[config.mk]
export PLATFORM = sky130hd
export DESIGN_NAME = inference_sequencer
export DESIGN_NICKNAME = d
export VERILOG_FILES = /design/src/rtl/inference_sequencer.sv
export SDC_FILE = /design/constraint.sdc
export NUM_CORES = 1
export LEC_CHECK = 0
export CORE_ASPECT_RATIO = 1.2
export CORE_MARGIN = 2
export CORE_UTILIZATION = 61
export CTS_BUF_LIST = sky130_fd_sc_hd__clkbuf_4
export DETAILED_ROUTE_END_ITERATION = 16
export PLACE_DENSITY = 0.89
export SYNTH_ARGS = -nofsm -noshare
export SYNTH_HDL_FRONTEND = slang
export SYNTH_SLANG_ARGS = --single-unit
[constraint.sdc]
create_clock -name clk -period 4.5 [get_ports clk]
set_input_delay 0.675 -clock clk [delete_from_list [all_inputs] [get_ports clk]]
set_output_delay 0.675 -clock clk [all_outputs]
set_load 0.005 [all_outputs]
[src/rtl/inference_sequencer.sv]
// inference_sequencer: loads a 14x14 binary image over a valid/ready beat
// interface, evaluates a serial fully-connected output layer against an
// external synchronous weight ROM, and reports the highest-scoring class.
module inference_sequencer #(
  parameter int unsigned N_PIX      = 196,
  parameter int unsigned ROW_BITS   = 7,
  parameter int unsigned N_BEATS    = 28,
  parameter int unsigned N_OUT      = 10,
  parameter int unsigned W_WIDTH    = 8,
  parameter int unsigned ACC_WIDTH  = 16,
  parameter int unsigned ADDR_WIDTH = 11
) (
  input  logic                  clk,
  input  logic                  rst_n,
  input  logic                  start,
  input  logic                  abort,
  input  logic                  in_valid,
  input  logic [ROW_BITS-1:0]   in_row,
  output logic                  in_ready,
  output logic                  w_rd_en,
  output logic [ADDR_WIDTH-1:0] w_addr,
  input  logic [W_WIDTH-1:0]    w_data,
  output logic                  busy,
  output logic                  done,
  output logic [3:0]            digit_out
);

  localparam int unsigned BEAT_W = (N_BEATS > 1) ? $clog2(N_BEATS) : 1;
  localparam int unsigned PIX_W  = (N_PIX > 1)   ? $clog2(N_PIX)   : 1;
  localparam int unsigned NEU_W  = (N_OUT > 1)   ? $clog2(N_OUT)   : 1;

  localparam logic [BEAT_W-1:0] BEAT_LAST = BEAT_W'(N_BEATS - 1);
  localparam logic [PIX_W-1:0]  PIX_LAST  = PIX_W'(N_PIX - 1);
  localparam logic [NEU_W-1:0]  NEU_LAST  = NEU_W'(N_OUT - 1);

  localparam logic signed [ACC_WIDTH-1:0] ACC_MIN = {1'b1, {(ACC_WIDTH-1){1'b0}}};

  typedef enum logic [2:0] {
    S_IDLE,
    S_LOAD,
    S_COMPUTE,
    S_DRAIN,
    S_DONE
  } state_t;

  state_t                       state_q, state_d;
  logic [N_PIX-1:0]             pix_buf_q, pix_buf_d;
  logic [BEAT_W-1:0]            beat_q, beat_d;
  logic [PIX_W-1:0]             pix_q, pix_d;
  logic [NEU_W-1:0]             neu_q, neu_d;
  logic [ADDR_WIDTH-1:0]        base_q, base_d;
  logic [ADDR_WIDTH-1:0]        last_addr_q, last_addr_d;
  logic signed [ACC_WIDTH-1:0]  acc_q, acc_d;
  logic signed [ACC_WIDTH-1:0]  best_q, best_d;
  logic [NEU_W-1:0]             best_idx_q, best_idx_d;
  // Pixel bit and read-issued flag for the weight that arrives next cycle.
  logic                         pbit_q, pbit_d;
  logic                         pvld_q, pvld_d;

  logic signed [ACC_WIDTH-1:0]  w_ext;
  logic signed [ACC_WIDTH-1:0]  acc_sum;
  logic [ADDR_WIDTH-1:0]        cur_addr;

  assign w_ext    = {{(ACC_WIDTH-W_WIDTH){w_data[W_WIDTH-1]}}, w_data};
  // Running sum including the weight returned this cycle, if it counts.
  assign acc_sum  = (pvld_q && pbit_q) ? (acc_q + w_ext) : acc_q;
  // base_q tracks n*N_PIX so no multiplier is needed for the address.
  assign cur_addr = base_q + ADDR_WIDTH'(pix_q);

  // Moore outputs decoded from the current state.
  always_comb begin
    in_ready  = (state_q == S_LOAD);
    busy      = (state_q == S_LOAD) || (state_q == S_COMPUTE) || (state_q == S_DRAIN);
    done      = (state_q == S_DONE);
    w_rd_en   = (state_q == S_COMPUTE);
    w_addr    = (state_q == S_COMPUTE) ? cur_addr : last_addr_q;
    digit_out = (state_q == S_DONE) ? 4'(best_idx_q) : 4'd0;
  end

  // Next-state and datapath update; abort overrides everything at the end.
  always_comb begin
    state_d     = state_q;
    pix_buf_d   = pix_buf_q;
    beat_d      = beat_q;
    pix_d       = pix_q;
    neu_d       = neu_q;
    base_d      = base_q;
    last_addr_d = last_addr_q;
    acc_d       = acc_q;
    best_d      = best_q;
    best_idx_d  = best_idx_q;
    pbit_d      = 1'b0;
    pvld_d      = 1'b0;

    unique case (state_q)
      S_IDLE: begin
        if (start) begin
          state_d = S_LOAD;
          beat_d  = '0;
        end
      end

      S_LOAD: begin
        if (in_valid) begin
          for (int unsigned b = 0; b < N_BEATS; b++) begin
            if (beat_q == BEAT_W'(b)) begin
              pix_buf_d[b*ROW_BITS +: ROW_BITS] = in_row;
            end
          end
          if (beat_q == BEAT_LAST) begin
            state_d    = S_COMPUTE;
            neu_d      = '0;
            pix_d      = '0;
            base_d     = '0;
            acc_d      = '0;
            best_d     = ACC_MIN;
            best_idx_d = '0;
          end else begin
            beat_d = beat_q + BEAT_W'(1);
          end
        end
      end

      S_COMPUTE: begin
        pbit_d      = pix_buf_q[pix_q];
        pvld_d      = 1'b1;
        acc_d       = acc_sum;
        last_addr_d = cur_addr;
        if (pix_q == PIX_LAST) begin
          state_d = S_DRAIN;
        end else begin
          pix_d = pix_q + PIX_W'(1);
        end
      end

      S_DRAIN: begin
        // Strict compare keeps the lower index on ties.
        if (acc_sum > best_q) begin
          best_d     = acc_sum;
          best_idx_d = neu_q;
        end
        acc_d = acc_sum;
        if (neu_q == NEU_LAST) begin
          state_d = S_DONE;
        end else begin
          state_d = S_COMPUTE;
          neu_d   = neu_q + NEU_W'(1);
          base_d  = base_q + ADDR_WIDTH'(N_PIX);
          pix_d   = '0;
          acc_d   = '0;
        end
      end

      S_DONE: begin
        if (start) begin
          state_d = S_LOAD;
          beat_d  = '0;
        end
      end

      default: state_d = S_IDLE;
    endcase

    if (abort) begin
      state_d     = S_IDLE;
      pix_buf_d   = '0;
      beat_d      = '0;
      pix_d       = '0;
      neu_d       = '0;
      base_d      = '0;
      last_addr_d = '0;
      acc_d       = '0;
      best_d      = ACC_MIN;
      best_idx_d  = '0;
      pbit_d      = 1'b0;
      pvld_d      = 1'b0;
    end
  end

  // State and datapath registers with asynchronous clear.
  always_ff @(posedge clk or negedge rst_n) begin
    if (!rst_n) begin
      state_q     <= S_IDLE;
      pix_buf_q   <= '0;
      beat_q      <= '0;
      pix_q       <= '0;
      neu_q       <= '0;
      base_q      <= '0;
      last_addr_q <= '0;
      acc_q       <= '0;
      best_q      <= ACC_MIN;
      best_idx_q  <= '0;
      pbit_q      <= 1'b0;
      pvld_q      <= 1'b0;
    end else begin
      state_q     <= state_d;
      pix_buf_q   <= pix_buf_d;
      beat_q      <= beat_d;
      pix_q       <= pix_d;
      neu_q       <= neu_d;
      base_q      <= base_d;
      last_addr_q <= last_addr_d;
      acc_q       <= acc_d;
      best_q      <= best_d;
      best_idx_q  <= best_idx_d;
      pbit_q      <= pbit_d;
      pvld_q      <= pvld_d;
    end
  end

endmodule

# Word-level counts from Yosys, hierarchy flattened

Index checks and enable logic that the tools add are counted.

Add/sub/neg operators: 6
Magnitude comparators: 2
Equality and inequality tests: 41
Mux-type cells: 82
Reductions and logical operators: 73

Operators with widths:

| cell                 | number |
|---|---|
| $mux W196            | 3 |
| $mux W7              | 28 |
| $mux W16             | 9 |
| $reduce_and A3 Y1    | 29 |
| $mux W11             | 6 |
| $eq A5 B5 Y1 const B | 12 |
| $reduce_bool A2 Y1   | 30 |
| $pmux W16 S3         | 1 |
| $eq A5 B4 Y1 const B | 8 |
| $mux W8              | 5 |
| $pmux W16 S2         | 1 |
| $mux W4              | 7 |
| $pmux W8 S3          | 1 |
| $pmux W11 S2         | 1 |
| $eq A5 B3 Y1 const B | 4 |
| $mux W5              | 4 |
| $mux W3              | 6 |
| $add A16 B8 Y16      | 1 |
| $gt A16 B16 Y1       | 1 |
| $pmux W4 S2          | 2 |
| $reduce_and A4 Y1    | 4 |
| $ne A3 B3 Y1 const B | 4 |
| $pmux W3 S4          | 1 |
| $add A11 B8 Y11      | 1 |
| 25 further kinds     | 35 |

Bits in registers: 276
Bits of input ports: 20
Output and inout port bits: 19
Word-level logic and storage cells: 243

# Logic depth before layout (Yosys ltp)

Gate-level depths: netlist of run 1.

Depth in word-level cells: 6
Gate-level depth with buffers: 20
Depth with buffers taken out: 18

# Worst setup path after synthesis of run 1

Ideal clock, no wire load.

Path type: input port to flip-flop
Start: in w_data[0]
End: reg best_idx_q[3]
Library setup time: 121 ps
Arrival time: 4,095 ps
Required time: 4,379 ps
Setup slack: 284 ps
Stages on the path: 19
Path buffers: 2
Cells stage by stage: ha_1 > inv_1 > fa_1 > nor2b_1 > o31a_1 > o2111ai_1 > a311oi_1 > nor3_1 > o31ai_2 > ha_1 > and3_1 > nand4_1 > nor2_1 > a221oi_1 > xor2_1 > and3_1 > buf_2 > buf_6 > a22o_1

Word-level cells in the longest chain between the ends: 5

RTL lines:

| item                        | line | text |
|---|---|---|
| start: declaration          | 22   | `input logic [W_WIDTH-1:0] w_data,` |
| $add A16 B8 Y16             | 66   | `assign acc_sum = (pvld_q && pbit_q) ? (acc_q + w_ext) : acc_q;` |
| $mux W16                    | 66   |  |
| $gt A16 B16 Y1              | 138  | `if (acc_sum > best_q) begin` |
| $ne A3 B2 Y1 (no line)      | --   |  |
| $reduce_and A4 Y1 (no line) | --   |  |
| end signal: assignment      | 205  | `best_idx_q <= best_idx_d;` |
| end: declaration            | 55   | `logic [NEU_W-1:0] best_idx_q, best_idx_d;` |

Every way passes these cells.
A chain may end at the register's enable or synchronous reset.

# Worst setup path in the final report of run 1

Start: reg base_q[3]
End: out w_addr[9]

Word-level cells in the longest chain between the ends: 2

RTL lines:

| item                     | line | text |
|---|---|---|
| start: declaration       | 51   | `logic [ADDR_WIDTH-1:0] base_q, base_d;` |
| start signal: assignment | 201  | `base_q <= base_d;` |
| $add A11 B8 Y11          | 68   | `assign cur_addr = base_q + ADDR_WIDTH'(pix_q);` |
| $mux W11                 | --   |  |
| end: declaration         | 21   | `output logic [ADDR_WIDTH-1:0] w_addr,` |

Every way passes these cells.

==> summary.md, run 1 <==
| Metric | Value |
|---|---|
| Comb pwr share | `0.191` |
| Status | `complete, but fails checks` |
| Die Y | `169 µm` |
| Pins Over Slew Limit | `0` |
| Synth Cell Area | `between 10000 and 15000 µm²` |
| Drt first pass iters | `7` |
| R2r startpoint | `acc_q[0]$_DFFE_PN0P_` |
| # rows | `60` |
| Metal3 WL | `3.05 mm` |
| Syn nets | `approximately 1400` |
| Die Area | `23800 µm²` |
| Clk slew on worst S/H paths | `~0.070 ns` |
| Yosys top cell area share | `0.496` |
| Vias/cell | `roughly 6.4` |
| Synth warnings | `0` |
| Rel. slew slack | `0.202` |
| Reg power frac | `0.465` |
| Post-Route M1 WL | `~13 mm` |
| Initial DRC count | `between 900 and 1000` |
| Clock tree buffer depth | `3` |
| Worst Path Class, Setup | `flip-flop to output port` |
| Worst vdd ir | `242 µV` |
| Area grow syn2layout | `12.5%` |
| Post-place setup slack | `-0.523 ns` |
| Total CTS buffers | `just over 70` |
| Int Pwr | `4.17 mW` |
| Startpoint Class | `flip-flop` |
| FF-to-FF setup slack | `0.49 ns` |
| Final Core Density | `0.695` |
| Synthesized area per cell | `10.2 µm²` |
| NetSw | `1.95 mW` |
| Power Dens Cells | `a little under 400 nW/µm²` |
| Post-synth EDFFs | `0` |
| CTS tree | `built` |
| Leading area contributor after synthesis | `dfrtp_1` |
| Clock Latency Late Sink | `0.72 ns` |
| Grt total ovfl | `0` |
| Clk pwr share | `0.344` |
| DRC | `0` |
| Largest net degree at the start of global routing | `109` |
| Post-DP HPWL | `around 22 mm` |
| Layout Cells excl Fill | `1764` |
| Initial antenna violation count | `2` |
| Final period utilization | `0.973` |
| Slew of the pin with the lowest slew margin | `1.19 ns` |
| Avg WL per Cell | `slightly above 20 µm` |
| Most frequent cell after synthesis | `dfrtp_1` |
| Fin crit period | `4.38 ns` |
| Hold Buf Count CTS | `0` |
| Worst reg2reg path endpoint | `best_idx_q[1]$_DFFE_PN0P_` |
| Detail Route Antenna Nets | `0` |
| Violated checks | `hold timing` |
| Top Layer Used | `met4` |
| Share of layout cells above drive strength 1 | `0.164` |
| Mapped Cells | `1352` |
| Root Buffer | `clkbuf_4` |
| Tot GR Track Use | `0.309` |
| Synth cell types | `67` |
| CP arrival | `3.70 ns` |
| Worst EP required | `3.83 ns` |
| Max Cap Violations | `0` |
| Die span in x | `around 140 µm` |
| Seq cells post-synth | `274` |
| Post-CTS setup buffers | `0` |
| Setup Viol. Count Final | `0` |
| Initial cell density of the core | `0.617` |
| Final nets | `1510` |
| Clk_skew | `0.0458 ns` |
| First-pass GRT wire length | `58.0 mm` |
| Number of global-route vias before repair | `11600` |
| Sw Share | `0.318` |
| Via count of the routed design | `11200` |
| Setup ws final | `0.124 ns` |
| Filler cells | `1553` |
| Clk sinks | `between 200 and 300` |
| Hold/Removal Path Class | `input port to async pin` |
| Final number of hold-violating endpoints | `3` |
| # port buffers | `38` |
| # H-tree levels | `3` |
| DR WL met2 | `17.8 mm` |
| Post-synthesis sequential area ratio | `0.498` |
| Core area | `22300 µm²` |
| Top FF cell, synth | `dfrtp_1` |
| Post-synth ARST share | `1.00` |
| Largest cells by area after synthesis | `dfrtp_1 (50%), mux4_2 (8.5%), o21ai_0 (8.0%)` |
| Crit path capture type | `output port` |
| R2R cell count | `18` |
| IO Count | `39` |
| Critical path peak fanout | `5` |
| Achievable frequency | `229 MHz` |
| LEAKAGE | `approximately 7 nW` |
| RSZ-0062 raised after global routing | `false` |
| RePlAce Congestion | `between 0.8 and 0.9` |
| Dpl cells | `around 1600` |
| Total Wirelength | `around 36 mm` |
| Post-synth top cells | `dfrtp_1 (273), nand2_1 (259), o21ai_0 (220)` |
| Hold slack | `-0.0132 ns` |
power groups by stage:
stage	registers, mW	clock network (mW)	logic [mW]
floorplan	2.78	0	0.849
global placement	2.86	0	1.09
detailed placement	2.88	0	1.14
CTS	2.84	2.12	1.15
global route	2.87	2.25	1.27
finish	2.85	2.11	1.17
logic make-up after synthesis:
| kind of cell | synth area share |
|---|---|
| AOI/OAI and AO/OA | 0.157 |
| xor gates and xnor gates | 0.0191 |
| adders and majority gates | 0.0433 |
| buffers and inverters | 0.0383 |
| DFF | 0.498 |
| muxes | 0.108 |
| and+or+nand+nor | 0.136 |
sequential cells by signal (all words and copies together) (netlist names):
signal and cells:
pix_buf_q 196, acc_q 16, best_q 16, last_addr_q 11, base_q 9, pix_q 8
beat_q 5, best_idx_q 4, neu_q 4, state_q 3, pbit_q 1, pvld_q 1
metal layers:
metal / global-route usage / up-vias
met5: 0 / -
met4: 0.178 / 0
met3: 0.0702 / 169
met2: 0.518 / 599
met1: 0.369 / 5429
li1: - / 5005
worst max-delay path: stages (launching register included):
cell	delay, ns
dfrtp_1	0.42
ha_1	0.32
a21o_1	0.21
a21o_1	0.21
a21oi_1	0.25
o21bai_1	0.16
a21oi_1	0.37
mux2_2	0.40
nand2_1	0.06
clkdlybuf4s50_1	0.57
layout by cell type (no fill, tap or decap), types with 4 or more instances in the layout:
master             n
nor3_1            17
mux4_2            52
o211ai_1           4
nor4_1             4
clkdlybuf4s50_1   36
clkinv_1           9
dfrtp_1          270
nand3b_1           5
a21o_1            10
mux2i_1           29
nor2_1            46
clkbuf_4          96
a31oi_1            9
nand2_1          259
a21oi_1           54
nor3b_1            5
a22o_1            19
a211oi_1           8
buf_4             65
ha_1              46
o21ai_0          220
nand3_1           19
nand2b_1          15
nor2b_1           13
and3_1            13
o21a_1             6
inv_1             37
xnor2_1           14
o2bb2ai_1          5
nand4_1            6
xor2_1            16
and2_1             7
stage by stage:
stage	area [µm²]	power (mW)	TNS, ns
2_1_floorplan	13800	3.63	0
3_3_place_gp	14600	3.95	-6.09
3_5_place_dp	14600	4.02	-8.78
4_1_cts	15500	6.12	0
5_1_grt	15500	6.39	0
6_report	15500	6.12	0
worst max-delay path by stage:
stage                                from                   endpoint  cells after the start
floorplan                       w_data[0]  best_idx_q[3]$_DFFE_PN0P_                     19
global placement                w_data[7]  best_idx_q[0]$_DFFE_PN0P_                     16
detailed placement              w_data[7]  best_idx_q[1]$_DFFE_PN0P_                     16
CTS                  pix_q[4]$_DFFE_PN0P_                  w_addr[9]                      8
global route                    w_data[0]  best_idx_q[1]$_DFFE_PN0P_                     19
finish              base_q[3]$_DFFE_PN0P_                  w_addr[9]                      9
area by class of cell:
cell class,instances,area [µm²],area share
clock buffer,96,721,0.0465
multi-input combinational,954,6400,0.413
sequential,274,6860,0.443
antenna,2,5.00,0.000323
timing repair buffer,104,888,0.0574
tap,279,349,0.0225
inverter,38,143,0.00921
clock inverter,17,120,0.00776
timing repair:
action | 4_1_cts | 5_1_grt
hold endpoints to repair | 0 | 0
endpoints found under the setup margin | 0 | 17
gates resized for setup | 0 | 7
Power figures use the tool's default switching activity.
==> run 2, diff against run 1 <==
- CORE_MARGIN: 2 -> default
==> run 2 against run 1 <==
Effect of this change:
- the flow finishes with violations (DRC)
- setup slack better by 0.14 ns
- final cell count up 0.23%
- routed wire length shrank 1.4%
- via count is 0.32% higher
- maximum frequency grew 3.3%
- critical endpoint is now best_q[7]$_DFFE_PN0P_
- largest cell class unchanged
==> summary.md, run 2 (synthesis results as in run 1) <==
| Metric | Value |
|---|---|
| CTS tree | `built` |
| Top reg by flops | `pix_buf_q` |
| RSZ-0062 raised after global routing | `false` |
| Rel. slew slack | `0.282 (+0.0799)` |
| TNS Setup | `0 ns (unchanged)` |
| Number of global-route vias before repair | `11800 (+1.8%)` |
| DRC | `4 (+4)` |
| Drt first pass iters | `11 (+4)` |
| Worst Path Class, Setup | `input port to flip-flop` |
| First-pass GRT wire length | `58.3 mm (+0.48%)` |
| Detail Route Antenna Nets | `0 (unchanged)` |
| Final number of hold-violating endpoints | `0 (-3)` |
| R2r startpoint | `acc_q[3]$_DFFE_PN0P_` |
| # rows | `59 (-1.7%)` |
| Slew of the pin with the lowest slew margin | `1.08 ns (-0.113 ns)` |
| Via count of the routed design | `11200 (+0.32%)` |
| Vias/cell | `6.36 (about the same)` |
| Avg WL per Cell | `20.0 µm (-1.7%)` |
| Clock tree buffer depth | `3 (unchanged)` |
| Total Wirelength | `35.3 mm (-1.4%)` |
| Initial DRC count | `1240 (+30%)` |
| IO Count | `39 (unchanged)` |
| Die Area | `23200 µm² (-2.6%)` |
| Clock Latency Late Sink | `0.68 ns (-0.04 ns)` |
| Hold/Removal Path Class | `input port to async pin` |
| # port buffers | `38 (unchanged)` |
| CP arrival | `4.77 ns (+1.07 ns)` |
| Total power | `6.08 mW (-0.63%)` |
| Core area | `21900 µm² (-1.7%)` |
| Clk slew on worst S/H paths | `0.06 ns (about the same)` |
| Achievable frequency | `236 MHz (+3.3%)` |
| Initial cell density of the core | `0.628 (+0.0105)` |
| Initial antenna violation count | `1 (-1)` |
| Power Dens Cells | `391 nW/µm² (-1.0%)` |
| Share of layout cells above drive strength 1 | `0.171 (+0.00761)` |
| Setup Viol. Count Final | `0 (unchanged)` |
| Hold slack | `0.0992 ns (+0.112 ns)` |
| Final period utilization | `0.941 (-0.0314)` |
| Clk_skew | `0.0314 ns (-0.0145 ns)` |
| Largest net degree at the start of global routing | `136 (+25%)` |
| Grt total ovfl | `0 (unchanged)` |
| Root Buffer | `clkbuf_4` |
| Worst EP required | `5.04 ns (+1.21 ns)` |
| # H-tree levels | `3 (unchanged)` |
| Max Cap Violations | `0 (unchanged)` |
| Commonest non-fill, non-tap cell in the layout | `dfrtp_1` |
| Largest regs | `pix_buf_q: 196 flops, acc_q: 16 flops, best_q: 16 flops` |
| Filler cells | `1441 (-7.2%)` |
| Final nets | `1520 (+0.66%)` |
| Tot GR Track Use | `0.320 (+0.0108)` |
| Critical path peak fanout | `13 (+8)` |
| Pins Over Slew Limit | `0 (unchanged)` |
| Post-place setup slack | `-0.591 ns (-0.0683 ns)` |
| Die span in x | `139 µm (-1.4%)` |
| Worst vdd ir | `284 µV (+17%)` |
| RePlAce Congestion | `0.868 (+1.4%)` |
| Die Y | `167 µm (-1.2%)` |
| Setup ws final | `0.265 ns (+0.141 ns)` |
| Area grow syn2layout | `13.0%` |
| Fin crit period | `4.23 ns (-0.141 ns)` |
| Crit path capture type | `flip-flop` |
| Clk sinks | `274 (unchanged)` |
| Violated checks | `DRC` |
| Status | `complete, but fails checks` |
| Largest register FFs | `196 (unchanged)` |
| Post-DP HPWL | `21.8 mm (-0.94%)` |
| LEAKAGE | `7.06 nW (+0.73%)` |
| Total CTS buffers | `71 (unchanged)` |
| Startpoint Class | `input port` |
| Crit path from | `w_data[0]` |
| Most frequent cells in the layout | `dfrtp_1 (269), nand2_1 (259), o21ai_0 (220)` |
[run 2: changes by cell type in the layout (fill, tap and decap cells not counted), moves of 2 or more]
cell	delta
buf_4	+10
clkinv_1	-2
inv_2	+3
inv_6	-3
clkbuf_4	+4
[run 2: final timing paths]
kind	slack, ns	endpoint	cells after the start
worst min register to register	0.48	pix_buf_q[26]$_DFFE_PN0P_	2
max in group asynchronous	3.22	pix_buf_q[73]$_DFFE_PN0P_	2
min in group clk	0.48	pix_buf_q[110]$_DFFE_PN0P_	2
worst max-delay path	0.27	best_q[7]$_DFFE_PN0P_	19
worst max register to register	0.33	best_q[7]$_DFFE_PN0P_	16
worst min-delay path	0.1	acc_q[14]$_DFFE_PN0P_	1
[run 2: metrics by stage]
stage,instance area [µm²],utilization,instances
after detailed placement,14700,0.670,1653
after global routing,15500,0.709,1768
after floorplan,13800,-,1352
final,15500,0.709,1768
after global placement,14700,0.670,1653
after CTS,15500,0.708,1766
[run 2: what timing repair did]
action,CTS,global route
gates resized for setup,0,8
endpoints found under the hold margin,0,0
hold buffers,0,0
setup endpoints to repair,0,20
buffers inserted,0,1
[run 2: area by class of cell]
class | count | area [µm²] | share of cell area
well taps | 274 | 343 | 0.0220
repair buffers | 114 | 963 | 0.0620
clock inverters | 13 | 83.8 | 0.00539
diodes | 1 | 2.50 | 0.000161
clock buffers | 100 | 751 | 0.0483
flip-flops and latches | 274 | 6870 | 0.442
multi-input cells | 954 | 6400 | 0.411
inverters | 38 | 143 | 0.00917
[run 2: layer usage]
layer | wire length (µm) | vias up | global-route usage
li1 | - | 5022 | -
met2 | 17700 | 578 | 0.539
met1 | 13200 | 5479 | 0.377
met3 | 2860 | 159 | 0.0799
met5 | 0 | - | 0
met4 | 1560 | 0 | 0.177
[run 2: critical path: stages]
cell             delay, ns
clkdlybuf4s50_1       0.49
ha_1                  0.20
inv_1                 0.06
fa_1                  0.37
nor2b_1               0.16
o31a_1                0.17
o2111ai_1             0.19
buf_4                 0.20
a31oi_1               0.24
nor3_1                0.12
o31ai_2               0.26
ha_1                  0.31
a21oi_1               0.12
o21ai_0               0.09
a221oi_1              0.33
xor2_1                0.26
a21oi_1               0.13
buf_4                 0.21
a22o_1                0.19
[run 2: where the power goes]
group / switching, mW / internal, mW
Clock: 0.992 / 1.07
Combinational: 0.683 / 0.475
Sequential: 0.196 / 2.66
==> run 3, diff against run 2 <==
- CORE_UTILIZATION: 61 -> 30
- PLACE_DENSITY: 0.89 -> 0.55
==> run 3 against run 2 <==
Effect of this change:
- the run now ends clean
- clock power rose by 11%
- clock skew rose by 0.0086 ns
- worst hold slack got worse by 0.060 ns
- utilization fell by 35 points
- critical path type is now flip-flop to output port
- largest cell class unchanged
==> summary.md, run 3 (synthesis results as in run 1) <==
| Metric | Value |
|---|---|
| Top reg by flops | `pix_buf_q` |
| Detail Route Antenna Nets | `0 (unchanged)` |
| Largest net degree at the start of global routing | `136 (unchanged)` |
| Die Y | `237 µm (+42%)` |
| Commonest non-fill, non-tap cell in the layout | `dfrtp_1` |
| Vias/cell | `4.94 (-22%)` |
| Die Area | `46700 µm² (+100%)` |
| Root Buffer | `clkbuf_4` |
| Avg WL per Cell | `17.1 µm (-14%)` |
| Final Core Density | `0.357 (-0.352)` |
| Setup Viol. Count Final | `0 (unchanged)` |
| WP buf/inv | `1 (-3)` |
| Final period utilization | `0.952 (+0.0111)` |
| Status | `complete, no violations` |
| Crit path cell chain | `ha_1 > a21o_1 > a21o_1 > a21oi_1 > o21bai_1 > a21oi_1 > mux2_2 > nand2_1 > clkdlybuf4s50_1` |
| Largest regs | `pix_buf_q: 196 flops, acc_q: 16 flops, best_q: 16 flops` |
| Number of global-route vias before repair | `10800 (-8.7%)` |
| Initial antenna violation count | `2 (+1)` |
| Clk sinks | `274 (unchanged)` |
| Power Dens Cells | `391 nW/µm² (about the same)` |
| Critical path peak fanout | `5 (-8)` |
| Slowest stage delay, CP | `0.51 ns (+0.02 ns)` |
| Total CTS buffers | `79 (+11%)` |
| CTS tree | `built` |
| Clk_skew | `0.0399 ns (+0.00857 ns)` |
| Most frequent cells in the layout | `dfrtp_1 (270), nand2_1 (259), o21ai_0 (220)` |
| Worst Path Class, Setup | `flip-flop to output port` |
| Crit path capture type | `output port` |
| DRC | `0 (-4)` |
| First-pass GRT wire length | `59.2 mm (+1.6%)` |
| Pins Over Slew Limit | `0 (unchanged)` |
| Drt first pass iters | `5 (-6)` |
| LEAKAGE | `7.12 nW (+0.93%)` |
| Max Cap Violations | `0 (unchanged)` |
| Worst EP required | `3.83 ns (-1.21 ns)` |
| Post-DP HPWL | `22.8 mm (+4.4%)` |
| Via count of the routed design | `10400 (-7.2%)` |
| Initial cell density of the core | `0.305 (-0.322)` |
| Post-place setup slack | `-0.590 ns (+0.00167 ns)` |
| Die span in x | `198 µm (+42%)` |
| Startpoint Class | `flip-flop` |
| # port buffers | `38 (unchanged)` |
| Clock tree buffer depth | `3 (unchanged)` |
| IO Count | `39 (unchanged)` |
| Filler cells | `4689 (+230%)` |
| Setup ws final | `0.215 ns (-0.0499 ns)` |
| Grt total ovfl | `0 (unchanged)` |
| # rows | `85 (+44%)` |
| CP arrival | `3.61 ns (-1.16 ns)` |
| # H-tree levels | `3 (unchanged)` |
| RSZ-0062 raised after global routing | `false` |
| Initial DRC count | `539 (-57%)` |
| Core area | `45100 µm² (+110%)` |
| Total Wirelength | `36.2 mm (+2.6%)` |
| Clock Latency Late Sink | `0.76 ns (+0.08 ns)` |
| Clk slew on worst S/H paths | `0.06 ns (about the same)` |
| Achievable frequency | `233 MHz (-1.2%)` |
| Area grow syn2layout | `17.1%` |
| Slew of the pin with the lowest slew margin | `1.08 ns (+0.00597 ns)` |
| RePlAce Congestion | `0.871 (+0.39%)` |
| Worst path slowest cell | `clkdlybuf4s50_1` |
| Met2 GRT Util | `0.273 (-0.266)` |
| Hold/Removal Path Class | `input port to async pin` |
| Grt peak-use layer | `met2` |
| CP top delay family | `compound AO/OA/AOI/OAI gates` |
| Final nets | `1523 (+0.20%)` |
| Rel. slew slack | `0.278 (-0.00398)` |
| Largest register FFs | `196 (unchanged)` |
| Fin crit period | `4.28 ns (+0.0499 ns)` |
| Met1 usage | `0.205 (-0.172)` |
| Share of layout cells above drive strength 1 | `0.183 (+0.0111)` |
| Tot GR Track Use | `0.161 (-0.159)` |
| Post-CTS setup buffers | `0 (unchanged)` |
| Final number of hold-violating endpoints | `0 (unchanged)` |
| Worst vdd ir | `172 µV (-39%)` |
| Met3 usage | `0.0323 (-0.0476)` |
-- run 3: changes by cell type in the layout (fill, tap and decap cells not counted), sizes merged --
cell	previous run	this run
clkinv	8	7
inv	40	37
diode	1	2
buf	78	73
clkbuf	100	117
-- run 3: metal layers --
layer  wire length [µm]  vias up
li1                   -     5040
met1              16200     5140
met2              17900      173
met3               1300       81
met4                846        0
met5                  0        -
-- run 3: what timing repair did --
item	4_1_cts	5_1_grt
endpoints found under the setup margin	0	20
hold buffers	0	0
resized for setup	0	7
-- run 3: area by class of cell --
type                    instances  area (µm²)  share of cell area
clock buffers                 117         878              0.0545
well taps                     609         762              0.0473
repair buffers                109         963              0.0598
clock inverters                 9        73.8             0.00458
diodes                          2        5.00            0.000311
multi-input cells             954        6430               0.399
inverters                      38         143             0.00885
flip-flops and latches        274        6860               0.426
-- run 3: path summary, 6_finish.rpt --
path,slack [ns],depth (start not counted),end,from
worst max-delay path,0.22,9,w_addr[9],base_q[3]$_DFFE_PN0P_
worst min-delay path,0.04,1,pix_buf_q[48]$_DFFE_PN0P_,rst_n
worst max register to register,0.38,16,best_q[0]$_DFFE_PN0P_,acc_q[2]$_DFFE_PN0P_
worst min register to register,0.47,2,pix_buf_q[19]$_DFFE_PN0P_,pix_buf_q[19]$_DFFE_PN0P_
max in group asynchronous,3.34,2,pix_buf_q[16]$_DFFE_PN0P_,rst_n
min in group clk,0.41,2,last_addr_q[8]$_DFF_PN0_,abort
-- run 3: worst reg2reg max path: stages, from the launching register on --
cell and delay (ns):
dfrtp_1 0.40, ha_1 0.33, o21ai_0 0.14, o211ai_1 0.36
nand4_1 0.21, a2111oi_2 0.38, nor3_2 0.12, xnor2_1 0.24
ha_1 0.30, and3_1 0.22, nand4_1 0.11, nor2_1 0.08
a221oi_2 0.25, xor2_1 0.28, buf_4 0.16, nand3_1 0.20
o2bb2ai_1 0.25
-- run 3: power by group --
group	internal, mW	switching, mW	total (mW)
sequential	2.66	0.178	2.84
combinational	0.484	0.687	1.17
clock	1.23	1.06	2.28
-- run 3: stage by stage --
step	power [mW]	std cells	setup TNS (ns)	hold slack, ns	area [µm²]
floorplan	3.63	1352	0	0.379	13800
global placement	4.04	1984	-8.83	0.456	15100
detailed placement	4.06	1984	-10.58	0.465	15100
CTS	6.39	2110	0	0.0771	16100
global route	6.68	2112	0	0.125	16100
finish	6.30	2112	0	0.0390	16100
